==> src/rtl/pwm_detect_pkg.sv <==
// Shared types and helpers for the PWM pulse-width detector.
package pwm_detect_pkg;

    typedef enum logic [1:0] {ST_IDLE, ST_ARM, ST_HIGH, ST_LOW} state_e;

    localparam int DEF_CNT_W   = 32;
    localparam int DEF_TIMEOUT = 1_000_000;

    // Sum of two w-bit values (w <= 64), clamped to w ones instead of wrapping.
    function automatic logic [63:0] sat_add(input logic [63:0] a, input logic [63:0] b,
                                            input int unsigned w);
        logic [64:0] sum;
        logic [63:0] lim;
        sum = {1'b0, a} + {1'b0, b};
        lim = (w >= 64) ? '1 : ((64'd1 << w) - 64'd1);
        return (sum > {1'b0, lim}) ? lim : sum[63:0];
    endfunction

endpackage

==> src/rtl/pwm_sync_edge.sv <==
// Synchronizes the asynchronous PWM input and derives single-cycle edge pulses.
module pwm_sync_edge #(
    parameter int SYNC_STAGES = 2
) (
    input  logic sysclk,
    input  logic sysreset_n,
    input  logic async_in,
    output logic level,
    output logic rise,
    output logic fall
);

    logic [SYNC_STAGES-1:0] sync_q;
    logic                   s_d_q;

    always_ff @(posedge sysclk) begin
        if (!sysreset_n) begin
            sync_q <= '0;
            s_d_q  <= 1'b0;
        end else begin
            sync_q <= {sync_q[SYNC_STAGES-2:0], async_in};
            s_d_q  <= sync_q[SYNC_STAGES-1];
        end
    end

    assign level = sync_q[SYNC_STAGES-1];
    assign rise  = level & ~s_d_q;
    assign fall  = ~level & s_d_q;

endmodule

==> src/rtl/pwm_detect.sv <==
// Measures high time and rise-to-rise period of a PWM input in sysclk cycles,
// with a quiet-line timeout that flags a stuck-high or stuck-low input.
module pwm_detect
    import pwm_detect_pkg::*;
#(
    parameter int CNT_W       = DEF_CNT_W,
    parameter int SYNC_STAGES = 2,
    parameter int TIMEOUT     = DEF_TIMEOUT
) (
    input  logic             sysclk,
    input  logic             sysreset_n,
    input  logic             enable,
    input  logic             pwm_in,
    output logic [CNT_W-1:0] high_count,
    output logic [CNT_W-1:0] period_count,
    output logic             duty_valid,
    output logic             stuck_high,
    output logic             stuck_low
);

    localparam logic [CNT_W-1:0] QUIET_MAX = CNT_W'(TIMEOUT - 1);
    localparam logic [CNT_W-1:0] ONE       = CNT_W'(1);

    logic s, rise, fall;

    state_e           state_q, state_d;
    logic [CNT_W-1:0] hcnt_q, hcnt_d;
    logic [CNT_W-1:0] lcnt_q, lcnt_d;
    logic [CNT_W-1:0] quiet_q, quiet_d;
    logic [CNT_W-1:0] high_q, high_d;
    logic [CNT_W-1:0] per_q, per_d;
    logic             dv_q, dv_d;
    logic             sh_q, sh_d;
    logic             sl_q, sl_d;

    pwm_sync_edge #(
        .SYNC_STAGES(SYNC_STAGES)
    ) u_sync (
        .sysclk    (sysclk),
        .sysreset_n(sysreset_n),
        .async_in  (pwm_in),
        .level     (s),
        .rise      (rise),
        .fall      (fall)
    );

    function automatic logic [CNT_W-1:0] inc(input logic [CNT_W-1:0] v);
        return CNT_W'(sat_add(64'(v), 64'd1, CNT_W));
    endfunction

    always_comb begin
        state_d = state_q;
        hcnt_d  = hcnt_q;
        lcnt_d  = lcnt_q;
        quiet_d = quiet_q;
        high_d  = high_q;
        per_d   = per_q;
        dv_d    = 1'b0;
        sh_d    = sh_q;
        sl_d    = sl_q;

        if (!enable) begin
            // Published results and stuck flags survive a disable.
            state_d = ST_IDLE;
            hcnt_d  = '0;
            lcnt_d  = '0;
            quiet_d = '0;
        end else begin
            case (state_q)
                ST_IDLE: begin
                    hcnt_d  = '0;
                    lcnt_d  = '0;
                    quiet_d = '0;
                    state_d = ST_ARM;
                end
                ST_ARM: begin
                    if (rise) begin
                        hcnt_d  = ONE;
                        lcnt_d  = '0;
                        state_d = ST_HIGH;
                    end
                end
                ST_HIGH: begin
                    if (fall) begin
                        lcnt_d  = ONE;
                        state_d = ST_LOW;
                    end else begin
                        hcnt_d = inc(hcnt_q);
                    end
                end
                ST_LOW: begin
                    if (rise) begin
                        high_d  = hcnt_q;
                        per_d   = CNT_W'(sat_add(64'(hcnt_q), 64'(lcnt_q), CNT_W));
                        dv_d    = 1'b1;
                        sh_d    = 1'b0;
                        sl_d    = 1'b0;
                        hcnt_d  = ONE;
                        lcnt_d  = '0;
                        state_d = ST_HIGH;
                    end else begin
                        lcnt_d = inc(lcnt_q);
                    end
                end
                default: state_d = ST_IDLE;
            endcase

            // An edge in the same cycle as the timeout takes priority.
            if (state_q != ST_IDLE) begin
                if (rise || fall) begin
                    quiet_d = '0;
                end else if (quiet_q >= QUIET_MAX) begin
                    sh_d    = s;
                    sl_d    = ~s;
                    quiet_d = '0;
                    state_d = ST_ARM;
                end else begin
                    quiet_d = inc(quiet_q);
                end
            end
        end
    end

    always_ff @(posedge sysclk) begin
        if (!sysreset_n) begin
            state_q <= ST_IDLE;
            hcnt_q  <= '0;
            lcnt_q  <= '0;
            quiet_q <= '0;
            high_q  <= '0;
            per_q   <= '0;
            dv_q    <= 1'b0;
            sh_q    <= 1'b0;
            sl_q    <= 1'b0;
        end else begin
            state_q <= state_d;
            hcnt_q  <= hcnt_d;
            lcnt_q  <= lcnt_d;
            quiet_q <= quiet_d;
            high_q  <= high_d;
            per_q   <= per_d;
            dv_q    <= dv_d;
            sh_q    <= sh_d;
            sl_q    <= sl_d;
        end
    end

    assign high_count   = high_q;
    assign period_count = per_q;
    assign duty_valid   = dv_q;
    assign stuck_high   = sh_q;
    assign stuck_low    = sl_q;

endmodule

==> config.mk <==
export PLATFORM = sky130hd
export DESIGN_NAME = pwm_detect
export DESIGN_NICKNAME = d
export VERILOG_FILES = /design/src/rtl/pwm_detect_pkg.sv /design/src/rtl/pwm_sync_edge.sv /design/src/rtl/pwm_detect.sv
export SDC_FILE = /design/constraint.sdc
export NUM_CORES = 1
export LEC_CHECK = 0
export CAP_MARGIN = 10
export CORE_UTILIZATION = 52
export CTS_BUF_LIST = sky130_fd_sc_hd__clkbuf_4
export CTS_CLUSTER_SIZE = 10
export DETAILED_ROUTE_END_ITERATION = 8
export MAX_ROUTING_LAYER = met4
export PLACE_DENSITY = 0.75
export SYNTH_ARGS = -nofsm -noshare
export SYNTH_HDL_FRONTEND = slang
export SYNTH_HIERARCHICAL = 1
export SYNTH_SLANG_ARGS = --single-unit
==> constraint.sdc <==
create_clock -name sysclk -period 3.35 [get_ports sysclk]
set_input_delay 0.335 -clock sysclk [delete_from_list [all_inputs] [get_ports sysclk]]
set_output_delay 0.335 -clock sysclk [all_outputs]
set_load 0.01 [all_outputs]
Word-level counts from Yosys, hierarchy flattened
Index checks and enable logic that the tools add are counted.
{"block": "op_classes", "bitwise": 4, "n_addsub": 4, "n_lt_le_gt_ge": 5, "n_eq_ne": 7, "reduce_logical": 10, "mux": 32}
{"operator": "$mux 32", "n": 13}
{"operator": "$gt 33x32->1 const B", "n": 4}
{"operator": "$pmux 32 s4", "n": 1}
{"operator": "$add 32x1->33 const B", "n": 3}
{"operator": "$pmux 32 s3", "n": 1}
{"operator": "$add 32x32->33", "n": 1}
{"operator": "$ge 32x20->1 const B", "n": 1}
{"operator": "$mux 1", "n": 11}
{"operator": "$mux 2", "n": 5}
{"operator": "$ne 2x2->1 const B", "n": 3}
{"operator": "$pmux 2 s3", "n": 1}
{"operator": "$reduce_and 2->1", "n": 3}
{"operator": "$reduce_and 3->1", "n": 2}
{"operator": "$eq 2x2->1 const B", "n": 2}
{"operator": "$reduce_bool 2->1", "n": 2}
{"operator": "$and 1x1->1", "n": 2}
{"operator": "$eq 2x1->1 const B", "n": 1}
{"operator": "$logic_not 2->1", "n": 1}
{"operator": "$ne 2x1->1 const B", "n": 1}
{"operator": "$not 1->1", "n": 2}
{"operator": "$reduce_or 2->1", "n": 1}
{"operator": "$logic_or 1x1->1", "n": 1}
{"block": "word_totals", "regBits": 168, "output_inout_bits": 67, "word_cells": 73, "in_bits": 4}

Depth between registers and ports, before layout
{"block": "depth", "ltp_word": 7, "ltp_mapped": 13, "depth_no_buf": 12}

Cells and area by module
Netlist, hierarchy kept.
{"module": "pwm_detect", "cells_per_inst": 1303, "area_per_inst_um2": 10193.5, "seq_area_each_um2": 3303.2, "instances": 1}
{"module": "pwm_sync_edge", "cells_per_inst": 8, "area_per_inst_um2": 91.3, "seq_area_each_um2": 60.1, "instances": 1}

Worst setup path after synthesis
OpenSTA, ideal clock, no wires.
{"block": "synth_timing", "kind": "register -> register", "from": "register lcnt_q[1]", "to": "register lcnt_q[13]", "arrival_time_ns": 3.057, "synth_period_minus_slack_ns": 3.143, "setup_time_ns": 0.086, "setup_slack_ns": 0.207, "stages_incl_launch_ff": 13, "n_path_buf": 2, "required_time_ns": 3.264, "cell_sequence": "dfxtp_1 -> ha_1 -> nand3_1 -> or2_1 -> buf_2 -> nor3_4 -> nand4_2 -> nor4b_2 -> o21ai_1 -> a2111oi_4 -> nor2_2 -> buf_6 -> a221oi_2"}
{"block": "synth_via", "elab_chain_len": 5}
{"element": "from (decl)", "line": "pwm_detect.sv:28", "source": "logic [CNT_W-1:0] lcnt_q, lcnt_d;"}
{"element": "from (signal assigned)", "line": "pwm_detect.sv:138", "source": "lcnt_q <= lcnt_d;"}
{"element": "$add 32x1->33 *", "line": "pwm_detect_pkg.sv:14", "source": "sum = {1'b0, a} + {1'b0, b};"}
{"element": "$gt 33x32->1", "line": "pwm_detect_pkg.sv:16", "source": "return (sum > {1'b0, lim}) ? lim : sum[63:0];"}
{"element": "$mux 32 *", "line": "pwm_detect_pkg.sv:16"}
{"element": "$mux 32 *", "line": "pwm_detect.sv:92", "source": "if (rise) begin"}
{"element": "$pmux 32 s4 *", "line": "pwm_detect.sv:69", "source": "case (state_q)"}
Every way passes the cells marked *; elsewhere a longest branch is shown, timed or not.
A chain may end at the register's enable or synchronous reset.

Worst setup path in the final report
{"block": "layout_timing", "from": "register lcnt_q[6]", "to": "register per_q[2], in the netlist period_count[2]"}
{"block": "layout_via", "elab_chain_len": 3}
{"element": "$add 32x32->33", "line": "pwm_detect_pkg.sv:14"}
{"element": "$gt 33x32->1", "line": "pwm_detect_pkg.sv:16"}
{"element": "$mux 32", "line": "pwm_detect_pkg.sv:16"}
{"element": "to (signal assigned)", "line": "pwm_detect.sv:141", "source": "per_q <= per_d;"}
{"element": "to (decl)", "line": "pwm_detect.sv:31", "source": "logic [CNT_W-1:0] per_q, per_d;"}
No other way between the ends.

==> metrics.txt <==
fill count=1799; number of global-route vias before repair=9095; vias post-DR=10180; count leader, synth=dfxtp_1; post-synthesis register bit count=approximately 170; Worst-Margin Slew=1.003 ns; Clock Path Buffers=2; CTS Sinks=168; Avg Cell Area, Syn=7.845 µm²; Peak VDD IR=0.2218 mV; Req. time, crit path=3.84 ns; status=finished, final reports clean; setup TNS=0 ns; Ys Warns=6; max-slew violation count=0; Worst Path Max Fanout=31; # DRC=0; Net count, final=1443; postcts setup bufs=0; Post-synth top cells=168 x dfxtp_1, 150 x nand2_1, 141 x a21oi_1; first-pass GRT wire length=roughly 48000 µm; Slew headroom=0.3315; initial DRC count=905; CTS tree=yes; fin util=0.6152; layout cell share with drive strength beyond 1=0.1359; Die Height=approximately 140 µm; r2r endpoint=period_count[2]$_SDFFE_PN0P_; Final ANT Viol Nets=0; clock skew=around 0.034 ns; Async S/R FF share, synth=0; R2R Setup Slk=0.15 ns; later-pin clock latency in the skew report=approximately 0.6 ns; Total GRT Usage=0.3071; largest cells by area after synthesis=dfxtp_1 33%, a21oi_1 6.9%, nand2_1 5.5%; CTS Buf Count=17; Die ar.=around 20000 µm²; Cell Rows=between 50 and 60; initial antenna violation count=1; crit path kind=flip-flop to flip-flop; Die W=about 140 µm; Top FF cell, synth=dfxtp_1; total iterations of the first detailed-routing run=8; cts hold-fix bufs=0; drt total wl=29830 µm; top cell type's share of synthesized area=0.3270; layout overhead on the synthesized area=16.03%; Mapped Cells=between 1000 and 1500; root buf cell=clkbuf_4; total gr overflow=0; reported leakage power=roughly 4.5 nW; crit end category=flip-flop; Final Instance Area=11930 µm²; gpl congestion=0.9728; final hold vios=0; fin worst setup slack=0.1545 ns; CTS H-tree depth=4; DP HPWL=21980 µm; CP Launch Type=flip-flop; Worst-path clk slew=roughly 0.16 ns; Max-Cap Viols=0; wire length per cell=17.77 µm; hold depth=2; register area share after synthesis=0.3270; post-cts resize count=0; placed inst area=11590 µm²; multi-input logic area=6539 µm²; Reg area=3367 µm²; Max Freq=around 310 MHz; CP arrival=3.68 ns; vias per inst=between 6 and 7; Cell variety after synth=between 80 and 90; Power, Total=3.346 mW; beginning of the worst hold path=pwm_in; number of I/O pins=71; PortBufs=70; Post-synth EDFFs=0; core area=19400 µm²; Reg2Reg Launch Point=lcnt_q[6]$_SDFFE_PN0P_; pwr/cell area=about 280 nW/µm²; pre-CTS setup slack=0.1296 ns; min Tclk post-route=3.195 ns; crit share post-route=0.9539; Netlist Area Pre-Place=approximately 10000 µm²; RSZ-0062 raised after global routing=no; largest net degree at the start of global routing=72; Worst Hold End=u_sync/sync_q[0]$_SDFF_PN0_; final-report setup violation count=0; Hold Path Class=primary input to flip-flop; Yosys top cell by area=dfxtp_1; R2R cell count=11; Initial Utilization=0.5302
-- report_power, final --
| group | switching (mW) | total [mW] | internal (mW) |
|---|---|---|---|
| clock network | 0.835 | 1.25 | 0.411 |
| registers | 0.00926 | 2.02 | 2.01 |
| logic | 0.0566 | 0.0808 | 0.0241 |
| total | 0.901 | 3.35 | 2.44 |
-- metal layers --
metal / vias up / GRT usage / share of wire
li1: 4967 / - / -
met1: 4774 / 0.4191 / 0.47
met2: 379 / 0.4396 / 0.43
met3: 58 / 0.04997 / 0.066
met4: 0 / 0.1471 / 0.039
met5: - / - / 0
-- critical path: stages, from the launching register on --
cell	delay, ns
dfxtp_1	0.56
ha_1	0.36
o211a_1	0.15
nor3_1	0.28
a211oi_2	0.10
or3_1	0.43
a211oi_1	0.33
o31ai_1	0.14
a21oi_2	0.22
o21ai_2	0.10
buf_12	0.17
o221a_2	0.25
-- cells in the final DEF, fill, tap and decap left out, drive strengths merged, types with 33 or more instances in the layout --
master	instances
dfxtp	168
nand2	150
a21oi	141
o21ai	109
nor2	91
buf	79
clkdlybuf4s50	69
nor3	41
nand3	40
xnor2	39
ha	38
inv	35
a21boi	34
o221a	33
-- kinds of logic after synthesis --
group                    after synthesis  synth area share
AND/OR/NAND/NOR                      477            0.2331
AO/OA/AOI/OAI                        447            0.2903
flip-flops                           168            0.3270
buffers and inverters                115           0.04635
XOR/XNOR                              62           0.05280
adder cells (fa/ha/maj)               39           0.04818
multiplexers                           2          0.001947
other                                  1         0.0003646
-- flip-flops by register name, indices dropped and copies added, names as in the netlist --
name           count
duty_valid         1
hcnt_q            32
high_count        32
lcnt_q            32
period_count      32
quiet_q           32
state_q            2
stuck_high         1
stuck_low          1
u_sync/s_d_q       1
u_sync/sync_q      2
-- area by class of cell --
type,instances,area share
diodes,1,0.0002097
clock buffers,17,0.01069
clock inverters,15,0.01436
inverters,26,0.008178
multi-input cells,1039,0.5479
flip-flops and latches,168,0.2821
well taps,265,0.02778
repair buffers,148,0.1087
-- worst max path at each step --
| stage | start | to | slack (ns) | cells after the start |
|---|---|---|---|---|
| 3_5_place_dp | lcnt_q[1]$_SDFFE_PN0P_ | lcnt_q[12]$_SDFFE_PN0P_ | 0.13 | 10 |
| 6_report | lcnt_q[6]$_SDFFE_PN0P_ | period_count[2]$_SDFFE_PN0P_ | 0.15 | 11 |
| 5_1_grt | lcnt_q[1]$_SDFFE_PN0P_ | lcnt_q[11]$_SDFFE_PN0P_ | 0.005 | 10 |
| 4_1_cts | lcnt_q[1]$_SDFFE_PN0P_ | lcnt_q[3]$_SDFFE_PN0P_ | 0.08 | 10 |
| 2_1_floorplan | lcnt_q[1]$_SDFFE_PN0P_ | lcnt_q[13]$_SDFFE_PN0P_ | 0.21 | 12 |
| 3_3_place_gp | lcnt_q[6]$_SDFFE_PN0P_ | period_count[17]$_SDFFE_PN0P_ | 0.22 | 11 |
-- through the flow --
step                hold slack, ns  std cells
floorplan                   0.4118       1322
global placement            0.4314       1646
detailed placement          0.4301       1646
CTS                         0.2672       1678
global route                0.2607       1679
finish                      0.2852       1679
(Power assumes the default switching activity.)
